`src/rtl/prog_mem_loader_if.sv`:
```
`default_nettype none
// ============================================================================
// Module   : prog_mem_loader_if
// Brief    : Load stream, CPU memory port and dump stream of prog_mem_loader.
// Revision : 1.0
// ============================================================================
interface prog_mem_loader_if #(
   parameter int DW = 8,
   parameter int AW = 5
);
   logic          s_valid;
   logic          s_ready;
   logic [DW-1:0] s_data;
   logic          s_last;
   logic          we;
   logic [AW-1:0] addr;
   logic [DW-1:0] odata;
   logic [DW-1:0] idata;
   logic          start;
   logic          halt;
   logic          m_valid;
   logic          m_ready;
   logic [DW-1:0] m_data;
   logic          m_last;
   logic          done;

   modport master (
      output s_valid, s_data, s_last, we, addr, odata, halt, m_ready,
      input  s_ready, idata, start, m_valid, m_data, m_last, done
   );

   modport slave (
      input  s_valid, s_data, s_last, we, addr, odata, halt, m_ready,
      output s_ready, idata, start, m_valid, m_data, m_last, done
   );
endinterface
`default_nettype wire

```
`src/rtl/prog_mem_loader.sv`:
```
`default_nettype none
// ============================================================================
// Module   : prog_mem_loader
// Brief    : DEPTH x DW program memory: stream load, CPU run, stream dump.
//            Optional macro LOADER_CHECKSUM_EN appends a mod-2^DW sum beat.
// Revision : 1.0
// ============================================================================
module prog_mem_loader #(
   parameter int DW    = 8,
   parameter int AW    = 5,
   parameter int DEPTH = 32
) (
   input  wire              clk,
   input  wire              rst_n,
   prog_mem_loader_if.slave bus
);
   typedef enum logic [2:0] {
      S_IDLE = 3'd0,
      S_LOAD = 3'd1,
      S_RUN  = 3'd2,
      S_DUMP = 3'd3,
      S_DONE = 3'd4
   } state_t;

   localparam logic [AW-1:0] c_LAST_ADDR = AW'(DEPTH - 1);

   state_t        r_state;
   logic [DW-1:0] r_mem [DEPTH];
   logic [AW-1:0] r_wr_ptr;
   logic [AW-1:0] r_rd_ptr;
   logic          r_start;
   logic          r_m_valid;
   logic [DW-1:0] r_m_data;
   logic          r_m_last;
   logic          r_done;
`ifdef LOADER_CHECKSUM_EN
   logic [DW-1:0] r_sum;
`endif

   logic          w_s_ready;
   logic          w_beat;
   logic [AW-1:0] w_wr_addr;
   logic          w_load_end;
   logic          w_cpu_wr;
   logic          w_xfer;
   logic [AW-1:0] w_rd_next;

   assign w_s_ready  = (r_state == S_IDLE) || (r_state == S_LOAD) || (r_state == S_DONE);
   assign w_beat     = bus.s_valid & w_s_ready;
   // A reload out of DONE always restarts the image at address 0.
   assign w_wr_addr  = (r_state == S_DONE) ? '0 : r_wr_ptr;
   assign w_load_end = bus.s_last | (w_wr_addr == c_LAST_ADDR);
   assign w_cpu_wr   = (r_state == S_RUN) & bus.we;
   assign w_xfer     = r_m_valid & bus.m_ready;
   assign w_rd_next  = r_rd_ptr + 1'b1;

   always_ff @(posedge clk or negedge rst_n) begin
      if (!rst_n) begin
         for (int i = 0; i < DEPTH; i++) begin
            r_mem[i] <= '0;
         end
      end else if (w_beat) begin
         r_mem[w_wr_addr] <= bus.s_data;
      end else if (w_cpu_wr) begin
         r_mem[bus.addr] <= bus.odata;
      end
   end

   always_ff @(posedge clk or negedge rst_n) begin
      if (!rst_n) begin
         r_state   <= S_IDLE;
         r_wr_ptr  <= '0;
         r_rd_ptr  <= '0;
         r_start   <= 1'b0;
         r_m_valid <= 1'b0;
         r_m_data  <= '0;
         r_m_last  <= 1'b0;
         r_done    <= 1'b0;
`ifdef LOADER_CHECKSUM_EN
         r_sum     <= '0;
`endif
      end else begin
         case (r_state)
            S_IDLE, S_LOAD, S_DONE: begin
               if (w_beat) begin
                  r_wr_ptr <= w_wr_addr + 1'b1;
                  r_done   <= 1'b0;
                  r_state  <= w_load_end ? S_RUN : S_LOAD;
               end
            end
            S_RUN: begin
               if (!r_start) begin
                  r_start <= 1'b1;
               end else if (bus.halt) begin
                  r_start   <= 1'b0;
                  r_state   <= S_DUMP;
                  r_rd_ptr  <= '0;
                  r_m_valid <= 1'b1;
                  // Forward a CPU write to word 0 landing on the halt edge.
                  r_m_data  <= (w_cpu_wr && (bus.addr == '0)) ? bus.odata : r_mem[0];
                  r_m_last  <= 1'b0;
`ifdef LOADER_CHECKSUM_EN
                  r_sum     <= '0;
`endif
               end
            end
            S_DUMP: begin
               if (w_xfer) begin
                  if (r_m_last) begin
                     r_state   <= S_DONE;
                     r_m_valid <= 1'b0;
                     r_m_last  <= 1'b0;
                     r_done    <= 1'b1;
`ifdef LOADER_CHECKSUM_EN
                  end else if (r_rd_ptr == c_LAST_ADDR) begin
                     r_m_data <= r_sum + r_m_data;
                     r_m_last <= 1'b1;
                  end else begin
                     r_sum    <= r_sum + r_m_data;
                     r_rd_ptr <= w_rd_next;
                     r_m_data <= r_mem[w_rd_next];
                  end
`else
                  end else begin
                     r_rd_ptr <= w_rd_next;
                     r_m_data <= r_mem[w_rd_next];
                     r_m_last <= (w_rd_next == c_LAST_ADDR);
                  end
`endif
               end
            end
            default: r_state <= S_IDLE;
         endcase
      end
   end

   assign bus.s_ready = w_s_ready;
   assign bus.idata   = r_mem[bus.addr];
   assign bus.start   = r_start;
   assign bus.m_valid = r_m_valid;
   assign bus.m_data  = r_m_data;
   assign bus.m_last  = r_m_last;
   assign bus.done    = r_done;

endmodule
`default_nettype wire
```
`src/flat_wrapper.sv`:
```
// flat-port wrapper written by rule: the top's interface ports become plain ports
module prog_mem_loader_flat 
#(
   parameter int DW    = 8,
   parameter int AW    = 5,
   parameter int DEPTH = 32
)
  (clk, rst_n, bus_s_valid, bus_s_data, bus_s_last, bus_we, bus_addr, bus_odata, bus_halt, bus_m_ready, bus_s_ready, bus_idata, bus_start, bus_m_valid, bus_m_data, bus_m_last, bus_done);
  prog_mem_loader_if #(.DW(DW), .AW(AW)) bus_i ();
  input  wire clk;
  input  wire rst_n;
  input wire logic [$bits(bus_i.s_valid)-1:0] bus_s_valid;
  input wire logic [$bits(bus_i.s_data)-1:0] bus_s_data;
  input wire logic [$bits(bus_i.s_last)-1:0] bus_s_last;
  input wire logic [$bits(bus_i.we)-1:0] bus_we;
  input wire logic [$bits(bus_i.addr)-1:0] bus_addr;
  input wire logic [$bits(bus_i.odata)-1:0] bus_odata;
  input wire logic [$bits(bus_i.halt)-1:0] bus_halt;
  input wire logic [$bits(bus_i.m_ready)-1:0] bus_m_ready;
  output wire logic [$bits(bus_i.s_ready)-1:0] bus_s_ready;
  output wire logic [$bits(bus_i.idata)-1:0] bus_idata;
  output wire logic [$bits(bus_i.start)-1:0] bus_start;
  output wire logic [$bits(bus_i.m_valid)-1:0] bus_m_valid;
  output wire logic [$bits(bus_i.m_data)-1:0] bus_m_data;
  output wire logic [$bits(bus_i.m_last)-1:0] bus_m_last;
  output wire logic [$bits(bus_i.done)-1:0] bus_done;
  assign bus_i.s_valid = bus_s_valid;
  assign bus_i.s_data = bus_s_data;
  assign bus_i.s_last = bus_s_last;
  assign bus_i.we = bus_we;
  assign bus_i.addr = bus_addr;
  assign bus_i.odata = bus_odata;
  assign bus_i.halt = bus_halt;
  assign bus_i.m_ready = bus_m_ready;
  assign bus_s_ready = bus_i.s_ready;
  assign bus_idata = bus_i.idata;
  assign bus_start = bus_i.start;
  assign bus_m_valid = bus_i.m_valid;
  assign bus_m_data = bus_i.m_data;
  assign bus_m_last = bus_i.m_last;
  assign bus_done = bus_i.done;
  prog_mem_loader #(.DW(DW), .AW(AW), .DEPTH(DEPTH)) u_core (.clk(clk), .rst_n(rst_n), .bus(bus_i));
endmodule
```
`config.mk`:
```
export PLATFORM = sky130hd
export DESIGN_NAME = prog_mem_loader_flat
export DESIGN_NICKNAME = d
export VERILOG_FILES = /design/src/rtl/prog_mem_loader_if.sv /design/src/rtl/prog_mem_loader.sv /design/src/flat_wrapper.sv
export SDC_FILE = /design/constraint.sdc
export NUM_CORES = 1
export LEC_CHECK = 0
export CORE_ASPECT_RATIO = 0.75
export CORE_UTILIZATION = 45
export DETAILED_ROUTE_END_ITERATION = 8
export PLACE_DENSITY = 0.59
export RECOVER_POWER = 25
export SYNTH_ARGS = -nofsm -noshare
export SYNTH_HDL_FRONTEND = slang
export SYNTH_SLANG_ARGS = --single-unit
```
`constraint.sdc`:
```
create_clock -name clk -period 5.8 [get_ports clk]
set_clock_uncertainty 0.15 [all_clocks]
set_input_delay 0.58 -clock clk [delete_from_list [all_inputs] [get_ports clk]]
set_output_delay 0.58 -clock clk [all_outputs]
set_load 0.02 [all_outputs]
```
# Yosys cells after proc, flatten, opt, wreduce, memory -nomap -nowiden
# Index checks and enable logic that the tools add are counted.
# word_totals
in_bits,28
elab_cells,132
regBits,281
# op_classes
n_bitwise,7
n_lt_le_gt_ge,5
muxes,49
reduce_logical,17
n_eq_ne,12
add_sub_neg,2
# op_table
op,n
bitwise mux 256 bit,2
2-to-1 mux 256 bit,2
2-to-1 mux 8 bit,11
binary-select mux 8 bit (select 5 bit),2
demux 8 bit (select 5 bit),2
2-to-1 mux 5 bit,5
">= comparator 6 bit, second input constant",3
NOT 5 -> 6 bit,3
case mux 8 bit (2 select lines),1
2-to-1 mux 3 bit,5
AND reduction 5 bit,3
2-to-1 mux 1 bit,13
"< comparator 6 x 1 -> 1 bit, second input constant",2
"adder 5 x 1 -> 5 bit, second input constant",2
"equality test 5 bit, second input constant",2
case mux 5 bit (2 select lines),1
case mux 3 bit (3 select lines),1
"inequality test 2 x 1 -> 1 bit, second input constant",4
AND reduction 4 bit,2
"equality test 3 x 2 -> 1 bit, second input constant",2
case mux 1 bit (2 select lines),3
nonzero test 2 bit,3
logical NOT 5 bit,1
"inequality test 2 bit, second input constant",2
10 further kinds,15

# Depth between registers and ports, before layout
# logic_depth
word_depth,9
mapped_depth,15
mapped_depth_nobuf,12

# Worst setup path after synthesis
# Ideal clock, no wire load.
# synth_timing
path_type,in2out
start,in bus_addr[0]
end,out bus_idata[6]
slack_ps,2777
path_stages,6
n_path_buf,3
t_arrival_ps,2293
path_cell_list,buf_2 buf_4 buf_2 mux4_2 a22oi_1 o2111ai_1
# synth_between
elab_chain_cells,4
# synth_rtl
element,line,text
from (decl),flat_wrapper.sv:16,input wire logic [$bits(bus_i.addr)-1:0] bus_addr;
NOT 5 -> 6 bit (implied by the code),prog_mem_loader.sv:138,assign bus.idata = r_mem[bus.addr];
binary-select mux 8 bit (select 5 bit),prog_mem_loader.sv:138,
2-to-1 mux 8 bit (implied by the code) (2 in a row),prog_mem_loader.sv:138,
to (decl),flat_wrapper.sv:21,output wire logic [$bits(bus_i.idata)-1:0] bus_idata;
# No other way between the ends. The select of a mux whose other input is x is not followed.

# Worst setup path in the final report
# layout_timing
start,in bus_addr[4]
end,out bus_idata[3]
# Same word-level chain as after synthesis.

==> results.md <==
* switching share of total power: 0.388
* Clock Tree Buf Depth: 3
* Period Utilization, post-route: 0.754
* global-route wire length before repair: 98.6 mm
* number of setup violations in the final report: 0
* outcome: finished clean
* final critical path time including I/O delays and setup: 4.38 ns
* die outline area: 40300 um^2
* number of hold-repair buffers added at the cts stage: 1
* number of gates resized after CTS: 0
* unique cell type count in the Yosys netlist: 61
* number of antenna-violating nets in the routed design: 0
* number of sinks driven by the clock tree: 281
* Boundary Pins: 49
* CTS root buf: sky130_fd_sc_hd__clkbuf_16
* share of final-layout standard cells stronger than drive strength 1: 0.370
* sequential fraction of the synthesis area: 0.396
* number of register bits inferred by synthesis: 281
* P_sw: 2640 uW
* DRC violation count after routing: 0
* Max rail drop VDD: 0.196 mV
* kind of start point of the critical path: input pin
* total CTS buffers: 30
* Max-slew headroom: 0.223
* via count of the first global-routing pass: 13900
* total of max-cap violations: 0
* Post-Syn Nets: 1478
* leading cell types by total area after synthesis: sky130_fd_sc_hd__dfrtp_1 40%, sky130_fd_sc_hd__mux2_2 18%, sky130_fd_sc_hd__mux4_2 14%, sky130_fd_sc_hd__o22ai_1 9.1%, sky130_fd_sc_hd__mux2i_1 2.3%
* highest attainable clock frequency: 229 MHz
* sum of routed wire length over all layers: 66.6 mm
* internal power contribution: 4170 uW
* number of cells produced by synthesis: 1443
* Buffers on Ports: 48
* Ys Warns: 0
* overall die width: 231 um
* async set-reset flop share out of synthesis: 1.00
* Yosys top cell area share: 0.396
* number of failing hold endpoints at the final stage: 0
* most used flip-flop cell after synthesis: sky130_fd_sc_hd__dfrtp_1
* DR WL/cell: 33.9 um
* row cnt: 62
* via count: 14600
* synth-to-layout area growth: 10.8%
* number of enable-type register cells in the synthesized netlist: 0
* All-Layer GR Usage: 0.331
* count of TritonRoute iterations in the first routing pass: 7
* number of max-slew violations in the final report: 0
* power per cell area: 347 nW/um^2
* placeable core area: 38600 um^2
* leakage power figure: 0.00829 uW
* transition time of the tightest slew-check pin: 1.16 ns
* largest net degree at the start of global routing: 134
* total power consumption of the routed design: 6820 uW
* share of power burned in combinational logic: 0.347
* path type of the worst min-delay path: register to register
* kind of critical path: input pin to output port
* starting density of the core: 0.460
* H-Tree Depth: 1
* Avg Inst Size Synth: 12.3 um^2
* post-CTS setup repair buffer count: 0
* pre-CTS setup slack: 1.44 ns
* most frequent cell after synthesis: sky130_fd_sc_hd__dfrtp_1
* cell area after technology mapping: 17800 um^2
* clock latency reported for the late side of the worst-skew pair: 0.58 ns
* part of the total power dissipated in sequential elements: 0.346
* critical path arrival: 3.65 ns
* vias per inst: 7.41
* clock network power share: 0.307
* Final GP Congestion: 0.988
* setup repair after global routing missed its margin: false
* Reg clk slew, reported paths: 0.06 ns
* y dimension of the die: 174 um
* maximum net fanout on the critical path: 11
* number of nets in the finished design: 1464
* global route total overflow: 0
* antenna violations before repair: 2
* worst endpoint required time: 5.07 ns
* Total Negative Setup Slacks: 0 ns
* half-perimeter wire length after detailed placement: 43.3 mm
* dominant cell type by area after synthesis: sky130_fd_sc_hd__dfrtp_1
* initial detailed-routing violation count: 2180
* top post-synthesis cells by count: 281 x sky130_fd_sc_hd__dfrtp_1, 276 x sky130_fd_sc_hd__mux2_2, 257 x sky130_fd_sc_hd__o22ai_1
* endpoint class of the critical path: output port
* clock tree from TritonCTS: done
* smallest setup slack after layout: 1.42 ns
## logic make-up after synthesis
kind of cell,Yosys count,synth area share
buffers and inverters,131,0.0328
muxes,437,0.345
and+or+nand+nor,197,0.0605
AOI/OAI and AO/OA,385,0.158
DFF,281,0.396
xor gates and xnor gates,5,0.00247
adders and majority gates,7,0.00493
## metrics by stage
step | hold slack, ns | instances | instance area [um^2] | utilization
global placement | 0.329 | 1908 | 18600 | 0.482
detailed placement | 0.345 | 1908 | 18600 | 0.482
finish | 0.360 | 1965 | 19700 | 0.510
floorplan | 0.134 | 1443 | 17800 | -
global route | 0.386 | 1963 | 19700 | 0.510
CTS | 0.360 | 1963 | 19700 | 0.510
## flip-flops by register name, summed over array words and instances, names as in the netlist
name / count
u_core.r_rd_ptr: 5
u_core.r_wr_ptr: 5
u_core.r_mem: 256
u_core.bus.done: 1
u_core.bus.m_data: 8
u_core.bus.start: 1
u_core.bus.m_valid: 1
u_core.bus.m_last: 1
u_core.r_state: 3
## critical path: stages
cell,delay (ns)
sky130_fd_sc_hd__clkdlybuf4s50_1,0.78
sky130_fd_sc_hd__nand2_1,0.13
sky130_fd_sc_hd__nor2_1,0.76
sky130_fd_sc_hd__a22oi_1,0.41
sky130_fd_sc_hd__o2111ai_1,0.31
sky130_fd_sc_hd__clkdlybuf4s50_1,0.68
## power groups by stage
stage / registers (uW) / logic [uW] / clock network, uW
after global routing: 2370 / 2440 / 2170
after global placement: 2380 / 2280 / 0
after detailed placement: 2380 / 2300 / 0
final: 2360 / 2360 / 2090
after CTS: 2350 / 2310 / 2110
after floorplan: 2300 / 1550 / 0
## per-layer routing
metal	GRT usage	share of wire	up-vias	wire length, um
met3	0.107	0.13	143	8490
met2	0.463	0.42	1039	28100
li1	-	-	5803	-
met5	0	0	-	0
met4	0.0996	0.033	0	2190
met1	0.484	0.42	7567	27700
## final timing paths
kind / start / slack (ns) / endpoint / cells past startpoint
worst max-delay path: bus_addr[4] / 1.42 / bus_idata[3] / 6
worst min-delay path: u_core.r_wr_ptr[0]$_DFFE_PN0P_ / 0.36 / u_core.r_wr_ptr[0]$_DFFE_PN0P_ / 2
worst max register to register: u_core.r_state[0]$_DFFE_PN0P_ / 1.72 / u_core.r_mem[220]$_DFFE_PN0P_ / 6
worst min register to register: u_core.r_wr_ptr[0]$_DFFE_PN0P_ / 0.36 / u_core.r_wr_ptr[0]$_DFFE_PN0P_ / 2
min in group asynchronous: rst_n / 0.46 / u_core.r_mem[207]$_DFFE_PN0P_ / 2
max in group asynchronous: rst_n / 3.68 / u_core.r_mem[166]$_DFFE_PN0P_ / 3
## area by class of cell
class                           instances  area, um^2
Antenna cell                            2        5.00
Clock buffer                           46         932
Clock inverter                          8         119
Fill cell                            3350       18900
Inverter                                5        18.8
Multi-Input combinational cell       1031       10200
Sequential cell                       281        7040
Tap cell                              512         641
Timing Repair Buffer                   80         736
## placed cells by master, fill, tap and decap left out, types with 9 or more instances in the layout
cell type | synthesis | final
sky130_fd_sc_hd__mux4_2 | 112 | 112
sky130_fd_sc_hd__a32oi_1 | 10 | 10
sky130_fd_sc_hd__nand2_2 | 11 | 20
sky130_fd_sc_hd__o22ai_2 | 12 | 12
sky130_fd_sc_hd__a22oi_1 | 41 | 41
sky130_fd_sc_hd__and2_1 | 11 | 11
sky130_fd_sc_hd__clkbuf_8 | 0 | 10
sky130_fd_sc_hd__mux2i_1 | 41 | 41
sky130_fd_sc_hd__nand2_1 | 92 | 83
sky130_fd_sc_hd__o22ai_1 | 257 | 257
sky130_fd_sc_hd__o21ai_0 | 11 | 11
sky130_fd_sc_hd__dfrtp_1 | 281 | 280
sky130_fd_sc_hd__clkbuf_16 | 0 | 31
sky130_fd_sc_hd__o22ai_4 | 13 | 13
sky130_fd_sc_hd__nor2_1 | 22 | 22
sky130_fd_sc_hd__clkdlybuf4s50_1 | 0 | 45
sky130_fd_sc_hd__a31oi_1 | 9 | 9
sky130_fd_sc_hd__mux2_2 | 276 | 276
sky130_fd_sc_hd__buf_4 | 4 | 32
Note: power is estimated with default switching activity, not from simulation.
